<file path="config.mk">
export PLATFORM = sky130hd
export DESIGN_NAME = multi_colour_bbox
export DESIGN_NICKNAME = d
export VERILOG_FILES = /design/src/rtl/mcb_pkg.sv /design/src/rtl/colour_bbox_tracker.sv /design/src/rtl/multi_colour_bbox.sv
export SDC_FILE = /design/constraint.sdc
export NUM_CORES = 2
export LEC_CHECK = 0
export BUFFER_PORTS_ARGS = -buffer_cell sky130_fd_sc_hd__buf_2
export CAP_MARGIN = 20
export CORE_ASPECT_RATIO = 1.25
export CORE_MARGIN = 2
export CORE_UTILIZATION = 52
export DETAILED_ROUTE_END_ITERATION = 12
export GPL_TIMING_DRIVEN = 0
export PLACE_DENSITY = 0.75
export SYNTH_ARGS = -nofsm -noshare
export SYNTH_HDL_FRONTEND = slang
export SYNTH_SLANG_ARGS = --single-unit
</file>
<file path="constraint.sdc">
create_clock -name clk -period 3.9 [get_ports clk]
set_input_delay 0.78 -clock clk [delete_from_list [all_inputs] [get_ports clk]]
set_output_delay 0.78 -clock clk [all_outputs]
set_load 0.05 [all_outputs]
</file>
<file path="src/rtl/mcb_pkg.sv">
// Shared types and constants for the multi-colour bounding-box video stage.
package mcb_pkg;
  localparam int COORD_W = 16;
  localparam logic [3:0] VIDEO = 4'h0;

  // Per-colour register offsets within each 4-word block
  localparam logic [1:0] MIN   = 2'd0;
  localparam logic [1:0] MAX   = 2'd1;
  localparam logic [1:0] BOX_X = 2'd2;
  localparam logic [1:0] BOX_Y = 2'd3;
  // Offsets from word 4*NUM_COLOURS
  localparam int STATUS  = 0;
  localparam int OVERLAY = 1;

  typedef struct packed {
    logic [7:0] r;
    logic [7:0] g;
    logic [7:0] b;
  } rgb_t;

  function automatic logic in_window(rgb_t p, rgb_t lo, rgb_t hi);
    return (p.r >= lo.r) && (p.r <= hi.r) &&
           (p.g >= lo.g) && (p.g <= hi.g) &&
           (p.b >= lo.b) && (p.b <= hi.b);
  endfunction
endpackage

</file>
<file path="src/rtl/colour_bbox_tracker.sv">
// One colour tracker: shadowed RGB thresholds, match compare, live and latched box.
module colour_bbox_tracker
  import mcb_pkg::*;
(
  input  logic               clk,
  input  logic               rst_n,
  input  logic               wr_min_i,
  input  logic               wr_max_i,
  input  logic [23:0]        wdata_i,
  input  logic               frame_start_i,
  input  logic               pix_vld_i,
  input  rgb_t               pix_i,
  input  logic [COORD_W-1:0] x_i,
  input  logic [COORD_W-1:0] y_i,
  input  logic               latch_i,
  output logic               match_o,
  output logic [23:0]        pend_min_o,
  output logic [23:0]        pend_max_o,
  output logic [31:0]        box_x_o,
  output logic [31:0]        box_y_o,
  output logic               hit_o
);
  rgb_t               pend_min_q, pend_max_q, act_min_q, act_max_q;
  logic               seen_q, seen_d;
  logic [COORD_W-1:0] xmin_q, xmax_q, ymin_q, ymax_q;
  logic [COORD_W-1:0] xmin_d, xmax_d, ymin_d, ymax_d;
  logic [31:0]        box_x_q, box_y_q;
  logic               hit_q;

  assign match_o = pix_vld_i & in_window(pix_i, act_min_q, act_max_q);

  // Next live box includes the current beat so an EOP pixel is seen by the latch
  always_comb begin
    seen_d = seen_q;
    xmin_d = xmin_q;
    xmax_d = xmax_q;
    ymin_d = ymin_q;
    ymax_d = ymax_q;
    if (frame_start_i) begin
      seen_d = 1'b0;
    end else if (match_o) begin
      seen_d = 1'b1;
      if (!seen_q) begin
        xmin_d = x_i;
        xmax_d = x_i;
        ymin_d = y_i;
        ymax_d = y_i;
      end else begin
        if (x_i < xmin_q) xmin_d = x_i;
        if (x_i > xmax_q) xmax_d = x_i;
        if (y_i < ymin_q) ymin_d = y_i;
        if (y_i > ymax_q) ymax_d = y_i;
      end
    end
  end

  always_ff @(posedge clk or negedge rst_n) begin
    if (!rst_n) begin
      pend_min_q <= '0;
      pend_max_q <= '1;
      act_min_q  <= '0;
      act_max_q  <= '1;
      seen_q     <= 1'b0;
      xmin_q     <= '0;
      xmax_q     <= '0;
      ymin_q     <= '0;
      ymax_q     <= '0;
      box_x_q    <= '0;
      box_y_q    <= '0;
      hit_q      <= 1'b0;
    end else begin
      if (wr_min_i) pend_min_q <= wdata_i;
      if (wr_max_i) pend_max_q <= wdata_i;
      if (frame_start_i) begin
        act_min_q <= pend_min_q;
        act_max_q <= pend_max_q;
      end
      seen_q <= seen_d;
      xmin_q <= xmin_d;
      xmax_q <= xmax_d;
      ymin_q <= ymin_d;
      ymax_q <= ymax_d;
      if (latch_i) begin
        hit_q   <= seen_d;
        box_x_q <= seen_d ? {xmax_d, xmin_d} : '0;
        box_y_q <= seen_d ? {ymax_d, ymin_d} : '0;
      end
    end
  end

  assign pend_min_o = pend_min_q;
  assign pend_max_o = pend_max_q;
  assign box_x_o    = box_x_q;
  assign box_y_o    = box_y_q;
  assign hit_o      = hit_q;
endmodule

</file>
<file path="src/rtl/multi_colour_bbox.sv">
// Avalon-ST video stage tracking per-colour bounding boxes, with optional overlay
// recolouring and an Avalon-MM register window.
module multi_colour_bbox
  import mcb_pkg::*;
#(
  parameter int NUM_COLOURS = 4,
  parameter int IMAGE_W     = 640,
  parameter int IMAGE_H     = 480,
  parameter int ADDR_W      = 5
) (
  input  logic              clk,
  input  logic              reset_n,
  input  logic              mode,
  input  logic [23:0]       sink_data,
  input  logic              sink_valid,
  input  logic              sink_sop,
  input  logic              sink_eop,
  output logic              sink_ready,
  output logic [23:0]       source_data,
  output logic              source_valid,
  output logic              source_sop,
  output logic              source_eop,
  input  logic              source_ready,
  input  logic [ADDR_W-1:0] s_address,
  input  logic              s_read,
  input  logic              s_write,
  input  logic [31:0]       s_writedata,
  output logic [31:0]       s_readdata
);
  logic [23:0]          src_data_q, src_data_d;
  logic                 src_valid_q, src_sop_q, src_eop_q;
  logic                 vid_pkt_q, mode_q;
  logic [COORD_W-1:0]   x_q, y_q, x_d, y_d;
  logic [23:0]          ovl_pend_q, ovl_act_q;
  logic [15:0]          frame_cnt_q;
  logic [31:0]          rdata_q, rdata_d;
  logic [7:0]           status;
  logic                 accept, is_video_hdr, frame_start, body, pix_vld, latch;
  logic [NUM_COLOURS-1:0] match, hit, wr_min, wr_max;
  logic [23:0]          pend_min [NUM_COLOURS];
  logic [23:0]          pend_max [NUM_COLOURS];
  logic [31:0]          box_x    [NUM_COLOURS];
  logic [31:0]          box_y    [NUM_COLOURS];
  logic                 unused_wdata;

  assign unused_wdata = ^s_writedata[31:24];

  assign sink_ready   = source_ready | ~src_valid_q;
  assign accept       = sink_valid & sink_ready;
  assign is_video_hdr = (sink_data[3:0] == VIDEO);
  assign frame_start  = accept & sink_sop & is_video_hdr;
  assign body         = accept & ~sink_sop & vid_pkt_q;
  assign pix_vld      = body & (y_q < COORD_W'(IMAGE_H));
  assign latch        = body & sink_eop;

  always_comb begin
    x_d = x_q;
    y_d = y_q;
    if (frame_start) begin
      x_d = '0;
      y_d = '0;
    end else if (body) begin
      if (x_q == COORD_W'(IMAGE_W - 1)) begin
        x_d = '0;
        if (y_q < COORD_W'(IMAGE_H)) y_d = y_q + 1'b1;
      end else begin
        x_d = x_q + 1'b1;
      end
    end
  end

  // match[] is already gated to in-frame video pixels, so headers pass untouched
  assign src_data_d = (mode_q && (|match)) ? ovl_act_q : sink_data;

  for (genvar g = 0; g < NUM_COLOURS; g++) begin : g_trk
    assign wr_min[g] = s_write && (s_address == ADDR_W'(4 * g + int'(MIN)));
    assign wr_max[g] = s_write && (s_address == ADDR_W'(4 * g + int'(MAX)));
    colour_bbox_tracker u_trk (
      .clk          (clk),
      .rst_n        (reset_n),
      .wr_min_i     (wr_min[g]),
      .wr_max_i     (wr_max[g]),
      .wdata_i      (s_writedata[23:0]),
      .frame_start_i(frame_start),
      .pix_vld_i    (pix_vld),
      .pix_i        (rgb_t'(sink_data)),
      .x_i          (x_q),
      .y_i          (y_q),
      .latch_i      (latch),
      .match_o      (match[g]),
      .pend_min_o   (pend_min[g]),
      .pend_max_o   (pend_max[g]),
      .box_x_o      (box_x[g]),
      .box_y_o      (box_y[g]),
      .hit_o        (hit[g])
    );
  end

  always_comb begin
    status = '0;
    status[NUM_COLOURS-1:0] = hit;
  end

  always_comb begin
    rdata_d = '0;
    for (int i = 0; i < NUM_COLOURS; i++) begin
      if (s_address == ADDR_W'(4 * i + int'(MIN)))   rdata_d = {8'h00, pend_min[i]};
      if (s_address == ADDR_W'(4 * i + int'(MAX)))   rdata_d = {8'h00, pend_max[i]};
      if (s_address == ADDR_W'(4 * i + int'(BOX_X))) rdata_d = box_x[i];
      if (s_address == ADDR_W'(4 * i + int'(BOX_Y))) rdata_d = box_y[i];
    end
    if (s_address == ADDR_W'(4 * NUM_COLOURS + STATUS))  rdata_d = {frame_cnt_q, 8'h00, status};
    if (s_address == ADDR_W'(4 * NUM_COLOURS + OVERLAY)) rdata_d = {8'h00, ovl_pend_q};
  end

  always_ff @(posedge clk or negedge reset_n) begin
    if (!reset_n) begin
      src_data_q  <= '0;
      src_valid_q <= 1'b0;
      src_sop_q   <= 1'b0;
      src_eop_q   <= 1'b0;
      vid_pkt_q   <= 1'b0;
      mode_q      <= 1'b0;
      x_q         <= '0;
      y_q         <= '0;
      ovl_pend_q  <= 24'hFFFFFF;
      ovl_act_q   <= 24'hFFFFFF;
      frame_cnt_q <= '0;
      rdata_q     <= '0;
    end else begin
      if (accept) begin
        src_valid_q <= 1'b1;
        src_data_q  <= src_data_d;
        src_sop_q   <= sink_sop;
        src_eop_q   <= sink_eop;
      end else if (source_ready) begin
        src_valid_q <= 1'b0;
      end
      if (accept && sink_sop) begin
        vid_pkt_q <= is_video_hdr;
        mode_q    <= mode;
      end else if (latch) begin
        vid_pkt_q <= 1'b0;
      end
      x_q <= x_d;
      y_q <= y_d;
      if (frame_start) ovl_act_q <= ovl_pend_q;
      if (s_write && (s_address == ADDR_W'(4 * NUM_COLOURS + OVERLAY)))
        ovl_pend_q <= s_writedata[23:0];
      if (latch) frame_cnt_q <= frame_cnt_q + 1'b1;
      if (s_read) rdata_q <= rdata_d;
    end
  end

  assign source_data  = src_data_q;
  assign source_valid = src_valid_q;
  assign source_sop   = src_sop_q;
  assign source_eop   = src_eop_q;
  assign s_readdata   = rdata_q;
endmodule

</file>
Yosys cells after proc, flatten, opt, wreduce, memory -nomap -nowiden
Index checks and enable logic that the tools add are counted.
- add/subtract/negate cells: 3
- magnitude comparators: 41
- equality and inequality tests: 18
- mux-type cells: 110
- bitwise logic cells: 14
- reductions and logical operators: 40
- operator list (kind ; number):
    2-to-1 mux 16 bit ; 71
    2-to-1 mux 32 bit ; 25
    greater-than comparator 16 bit ; 8
    < comparator 16 bit ; 8
    >= comparator 8 bit ; 12
    <= comparator 8 bit ; 12
    adder 16 x 1 -> 16 bit (second input constant) ; 3
    2-to-1 mux 24 bit ; 2
    == test 5 x 4 -> 1 bit (second input constant) ; 8
    logical AND 1 bit ; 31
    == test 5 x 3 -> 1 bit (second input constant) ; 4
    == test 16 x 10 -> 1 bit (second input constant) ; 1
    < comparator 16 x 9 -> 1 bit (second input constant) ; 1
    2-to-1 mux 1 bit ; 12
    AND 1 bit ; 11
    == test 5 x 2 -> 1 bit (second input constant) ; 2
    == test 5 bit (second input constant) ; 2
    nonzero test 2 bit ; 5
    == test 5 x 1 -> 1 bit (second input constant) ; 1
    zero test 5 bit ; 1
    zero test 4 bit ; 1
    OR reduction 4 bit ; 1
    AND reduction 3 bit ; 1
    inverter 1 bit ; 2
    bitwise OR 1 bit ; 1
- bits in registers: 1061

Longest topological paths before layout
- depth after elaboration: 19
- mapped depth: 13
- depth with buffers taken out: 10

By module
From an unflattened synthesis, not the netlist that was laid out.
- cells, all modules: 6291
- area total of the unflattened synthesis: 63693.6 um^2
- by module, submodules not included (module ; instances ; cells an instance ; area an instance (um^2) ; seq. area each (um^2)):
    colour_bbox_tracker ; 4 ; 1240 ; 13147.6 ; 5715.5
    multi_colour_bbox ; 1 ; 1331 ; 11103.1 ; 3988.8

Worst setup path before layout
OpenSTA, ideal clock, no wires.
- path type: input-to-reg
- start point: in sink_data[8]
- end point: reg g_trk[3].u_trk.box_y_q[6]
- data arrival time: 3.708 ns
- data required time: 3.779 ns
- path slack: 0.070 ns
- cell stages on the path: 12
- path buffers: 2
- cells stage by stage: inv_1 -> ha_1 -> nand4_1 -> or3b_1 -> a221oi_2 -> nand4_1 -> or4_1 -> buf_6 -> a311oi_4 -> buf_6 -> mux2_4 -> a22o_2
- longest elaborated chain between the ends: 9
- elaborated cells between the ends (all ways): 12
- RTL lines (item ; RTL line ; text):
    from (decl) ; multi_colour_bbox.sv:14 ; input logic [23:0] sink_data,
    >= comparator 8 bit ; mcb_pkg.sv:23 ; (p.g >= lo.g) && (p.g <= hi.g) &&
    logical AND 1 bit ; mcb_pkg.sv:22 ; return (p.r >= lo.r) && (p.r <= hi.r) &&
    logical AND 1 bit (*) (2 in series) ; mcb_pkg.sv:23 ;
    logical AND 1 bit (*) ; mcb_pkg.sv:24 ; (p.b >= lo.b) && (p.b <= hi.b);
    AND 1 bit (*) ; colour_bbox_tracker.sv:30 ; assign match_o = pix_vld_i & in_window(pix_i, act_min_q, act_max_q);
    2-to-1 mux 16 bit (*) ; colour_bbox_tracker.sv:41 ; end else if (match_o) begin
    2-to-1 mux 16 bit (*) ; colour_bbox_tracker.sv:39 ; if (frame_start_i) begin
    named net g_trk[3].u_trk.ymin_d[6] ; colour_bbox_tracker.sv:26 ; logic [COORD_W-1:0] xmin_d, xmax_d, ymin_d, ymax_d;
    2-to-1 mux 32 bit (*) ; colour_bbox_tracker.sv:86 ; box_y_q <= seen_d ? {ymax_d, ymin_d} : '0;
    to (signal assigned) ; colour_bbox_tracker.sv:86 ;
    to (decl) ; colour_bbox_tracker.sv:27 ; logic [31:0] box_x_q, box_y_q;
Mark *: on every way through the listed nets, which the timed path passes. The rest lies on a longest branch.
A chain may end at the register's enable or synchronous reset.

Worst setup path after layout
- start point: in s_address[0]
- end point: reg rdata_q[30] (netlist: s_readdata[30])
- longest elaborated chain between the ends: 17
- elaborated cells between the ends (all ways): 32
- RTL lines (item ; RTL line ; text):
    from (decl) ; multi_colour_bbox.sv:24 ; input logic [ADDR_W-1:0] s_address,
    == test 5 x 2 -> 1 bit ; multi_colour_bbox.sv:109 ; if (s_address == ADDR_W'(4 * i + int'(BOX_X))) rdata_d = box_x[i];
    2-to-1 mux 32 bit ; multi_colour_bbox.sv:109 ;
    2-to-1 mux 32 bit ; multi_colour_bbox.sv:110 ; if (s_address == ADDR_W'(4 * i + int'(BOX_Y))) rdata_d = box_y[i];
    2-to-1 mux 32 bit ; multi_colour_bbox.sv:107 ; if (s_address == ADDR_W'(4 * i + int'(MIN))) rdata_d = {8'h00, pend_min[i]};
    2-to-1 mux 32 bit ; multi_colour_bbox.sv:108 ; if (s_address == ADDR_W'(4 * i + int'(MAX))) rdata_d = {8'h00, pend_max[i]};
    2-to-1 mux 32 bit ; multi_colour_bbox.sv:109 ;
    2-to-1 mux 32 bit ; multi_colour_bbox.sv:110 ;
    2-to-1 mux 32 bit ; multi_colour_bbox.sv:107 ;
    2-to-1 mux 32 bit ; multi_colour_bbox.sv:108 ;
    2-to-1 mux 32 bit ; multi_colour_bbox.sv:109 ;
    2-to-1 mux 32 bit ; multi_colour_bbox.sv:110 ;
    2-to-1 mux 32 bit ; multi_colour_bbox.sv:107 ;
    2-to-1 mux 32 bit ; multi_colour_bbox.sv:108 ;
    2-to-1 mux 32 bit ; multi_colour_bbox.sv:109 ;
    2-to-1 mux 32 bit ; multi_colour_bbox.sv:110 ;
    2-to-1 mux 32 bit ; multi_colour_bbox.sv:112 ; if (s_address == ADDR_W'(4 * NUM_COLOURS + STATUS)) rdata_d = {frame_cnt_q, 8'h00, status};
    2-to-1 mux 32 bit (*) ; multi_colour_bbox.sv:113 ; if (s_address == ADDR_W'(4 * NUM_COLOURS + OVERLAY)) rdata_d = {8'h00, ovl_pend_q};
    to (signal assigned) ; multi_colour_bbox.sv:151 ; if (s_read) rdata_q <= rdata_d;
    to (decl) ; multi_colour_bbox.sv:36 ; logic [31:0] rdata_q, rdata_d;
Mark *: on every way between the ends. The rest lies on a longest branch, timed or not.

==> results by group <==
Power and ir drop
  • Net switching power figure: 8000 uW
  • Power Density: 457 mW/mm2
  • Part of the power in registers: 48.0%
  • Clock Power Share: 38.1%
  • Leak: 0.0290 uW
  • Peak supply drop: 0.000358 V
  • P_int: 20000 uW
  • Power share of the combinational group: 13.9%
  • Switching part of the total: 28.6%

Die
  • Die Span X: 294 um
  • Core footprint: 0.105 mm2
  • Rows: 133
  • Num ports: 130
  • Die Span Y: 367 um
  • Die area: 0.108 mm2
  • Initial core utilization: 52.2%

Clock tree
  • TritonCTS Buffers: 102
  • Number of clock sinks: 1061
  • CTS max path bufs: 3
  • CTS clock-pin slew for the worst setup and hold paths: 60 ps
  • Root Driver: clkbuf_16
  • CTS tree: yes
  • Worst skew pair latency: 750 ps
  • CTS H-tree lvls: 3

Logic synthesis
  • Primary FF master, synth: dfrtp_1
  • Number of flops mapped to enable cells by yosys: 0
  • Netlist Area Pre-Place: 0.0547 mm2
  • #FFs+latches synth: 1061
  • Seq/Total Area, Yosys: 49.1%
  • Mapped Avg Cell Area: 10.6 um2
  • Syn Nets: 5670
  • Post-synthesis cell count: 5157
  • Yosys warning total: 0
  • Distinct cells, synth: 84
  • FFs w/ async S/R, synth: 100%

GRT
  • Total GRT Usage: 38.8%
  • First-pass GRT wire length: 301000 um
  • Antenna violations before repair: 12
  • Congestion Overflow GR: 0
  • Pin count of the biggest net entering global routing: 173
  • Vias in the first global route: 44.1k

Placement
  • Gpl congestion: 1.08
  • Post-DP HPWL: 158000 um
  • Dpl ws: -1550 ps
  • Port Buffers: 118

Cells and area
  • FILL cells: 8667
  • Layout cell share with drive strength beyond 1: 21.4%
  • Most common cell after layout, fill and taps aside: dfrtp_1
  • Area grow syn2layout: 12.0%
  • Commonest cells after routing, fill and taps aside: 812 x dfrtp_1, 461 x inv_1, 453 x nand2_1, 443 x ha_1, 419 x mux2_2
  • Nets: 5930

Min path
  • WHS Endpoint: mode_q$_DFFE_PN0P_
  • Worst Min Path Start: mode
  • Worst hold path depth: 2
  • Hold/Removal Path Class: in -> reg

STA
  • Final Cycle Share: 103%
  • Slew Viols, Final: 0
  • # setup viols final: 4
  • Max_slew headroom: 21.7%
  • Worst-margin pin slew: 1170 ps
  • Hold WS: 303 ps
  • Fin. Hold Viols: 0
  • Worst setup margin: -112 ps
  • Period minus WS final: 4010 ps
  • Clk_skew: 40.9 ps
  • Max Clk Rate: 0.249 GHz
  • RSZ-0062 raised after global routing: false

Setup path
  • Worst path arrival time: 4580 ps
  • Worst R2R Path Depth: 10
  • Crit-path max FO: 10
  • Type of origin of the critical path: primary input
  • Reg2reg start: y_q[14]$_DFFE_PN0P_
  • CP Class: in -> reg
  • Crit end category: flip-flop
  • Worst Path Required: 4470 ps
  • Reg-to-reg endpoint: g_trk[1].u_trk.box_x_o[9]$_DFFE_PN0P_
  • Reg2Reg Setup Slack: 10 ps

Status
  • Failing checks: negative setup slack
  • Outcome: finished with violations

Drt
  • 1st-iter DRT viols: 5110
  • WL final: 209000 um
  • Routed vias/inst: 6.53
  • Drc violations: 0
  • Wirelength per Cell: 30.4 um
  • Routed vias: 44.8k
  • Pre-antenna DRT Iters: 9
  • Post-route ant nets: 0

Run
  • Max Cap Viol: 0
state kept, by name, summed over array words and instances (netlist names), 24 cells and up:
signal / count
g_trk.u_trk.xmax_q: 64
g_trk.u_trk.act_min_q: 96
g_trk.u_trk.box_x_o: 128
g_trk.u_trk.pend_min_o: 96
ovl_pend_q: 24
g_trk.u_trk.act_max_q: 96
ovl_act_q: 24
g_trk.u_trk.ymax_q: 64
g_trk.u_trk.ymin_q: 64
source_data: 24
s_readdata: 32
g_trk.u_trk.pend_max_o: 96
g_trk.u_trk.box_y_o: 128
g_trk.u_trk.xmin_q: 64
Yosys cell counts, drive strengths merged, types with 38 or more instances:
master	instances	area share [%]
ha	443	10
o21ai	340	3.1
nor3	41	0.39
a22o	151	2.4
a22oi	75	1.0
clkbuf	229	1.6
and2	114	1.3
inv	462	3.2
a21oi	223	2.0
a21o	40	0.55
mux2	426	8.8
a211oi	62	0.87
buf	38	0.36
dfrtp	821	38
dfstp	240	12
nand2	454	3.1
nand4	66	0.76
nand3	85	0.78
nor2	254	1.7
a31o	100	1.6
power by group through the flow:
stage / logic, uW / clock network [uW] / registers [uW]
2_1_floorplan: 2260 / 0 / 13300
3_3_place_gp: 3570 / 0 / 13500
3_5_place_dp: 3760 / 0 / 13500
4_1_cts: 3810 / 10700 / 13300
5_1_grt: 4260 / 11100 / 13500
6_report: 3880 / 10700 / 13400
per-layer routing:
layer,vias up,part of all wire [%],GRT usage (%)
met1,22300,36,45.8
met4,12,12,37.4
met5,-,0.037,0
met2,2575,44,58.1
met3,906,9.1,8.40
li1,19000,-,-
what timing repair did:
item	in CTS	in global routing
resized for setup	30	33
gates cloned	0	0
hold buffers	1	0
setup endpoints to repair	442	153
pin swaps	5	2
buffers inserted	10	11
hold endpoints to repair	67	0
kinds of logic (layout without fill, tap and decap cells):
kind of cell    after synthesis  in the layout  synth area share [%]
xor+xnor                     30             30                 0.481
flops                      1061           1061                  49.1
simple gates               1174           1174                  10.1
mux                         443            443                  9.14
fa+ha+maj                   443            443                  10.1
buf+inv                     731           1074                  5.12
compound gates             1275           1275                  15.9
other cells                   0             10                     0
layout make-up:
| type | count | area (um2) | share of cell area [%] |
|---|---|---|---|
| flip-flops and latches | 1061 | 26900 | 43.9 |
| multi-input cells | 3365 | 25200 | 41.1 |
| clock buffers | 144 | 2930 | 4.79 |
| inverters | 464 | 1750 | 2.85 |
| well taps | 1350 | 1690 | 2.76 |
| repair buffers | 159 | 1140 | 1.87 |
| plain buffers | 264 | 1070 | 1.75 |
| clock inverters | 43 | 607 | 0.991 |
| diodes | 10 | 25.0 | 0.0409 |
worst max path at each step:
stage | endpoint | start | depth (start not counted)
2_1_floorplan | g_trk[3].u_trk.box_y_o[6]$_DFFE_PN0P_ | sink_data[8] | 12
3_3_place_gp | g_trk[3].u_trk.pend_min_o[14]$_DFFE_PN0P_ | reset_n | 1
3_5_place_dp | g_trk[1].u_trk.box_x_o[25]$_DFFE_PN0P_ | sink_sop | 11
4_1_cts | g_trk[0].u_trk.box_x_o[11]$_DFFE_PN0P_ | y_q[9]$_DFFE_PN0P_ | 9
5_1_grt | g_trk[1].u_trk.box_x_o[9]$_DFFE_PN0P_ | y_q[14]$_DFFE_PN0P_ | 10
6_report | s_readdata[30]$_DFFE_PN0P_ | s_address[0] | 8
critical path, stage by stage:
cell and delay, ps:
buf_2 150, clkbuf_1 420, buf_1 540, buf_8 260, clkbuf_1 830, nor2_1 460
a211oi_1 930, o31ai_1 150
metrics by stage:
step                total power, uW  util, %  cell area [um2]  TNS [ps]  instances
floorplan                     15500        -            54700         0       5157
global placement              17100     54.4            57000         -       6625
detailed placement            17300     54.7            57300   -485140       6640
CTS                           27800     58.3            61000         0       6836
global route                  28800     58.5            61200         0       6850
finish                        28000     58.5            61200      -266       6860
(Power assumes the default switching activity.)
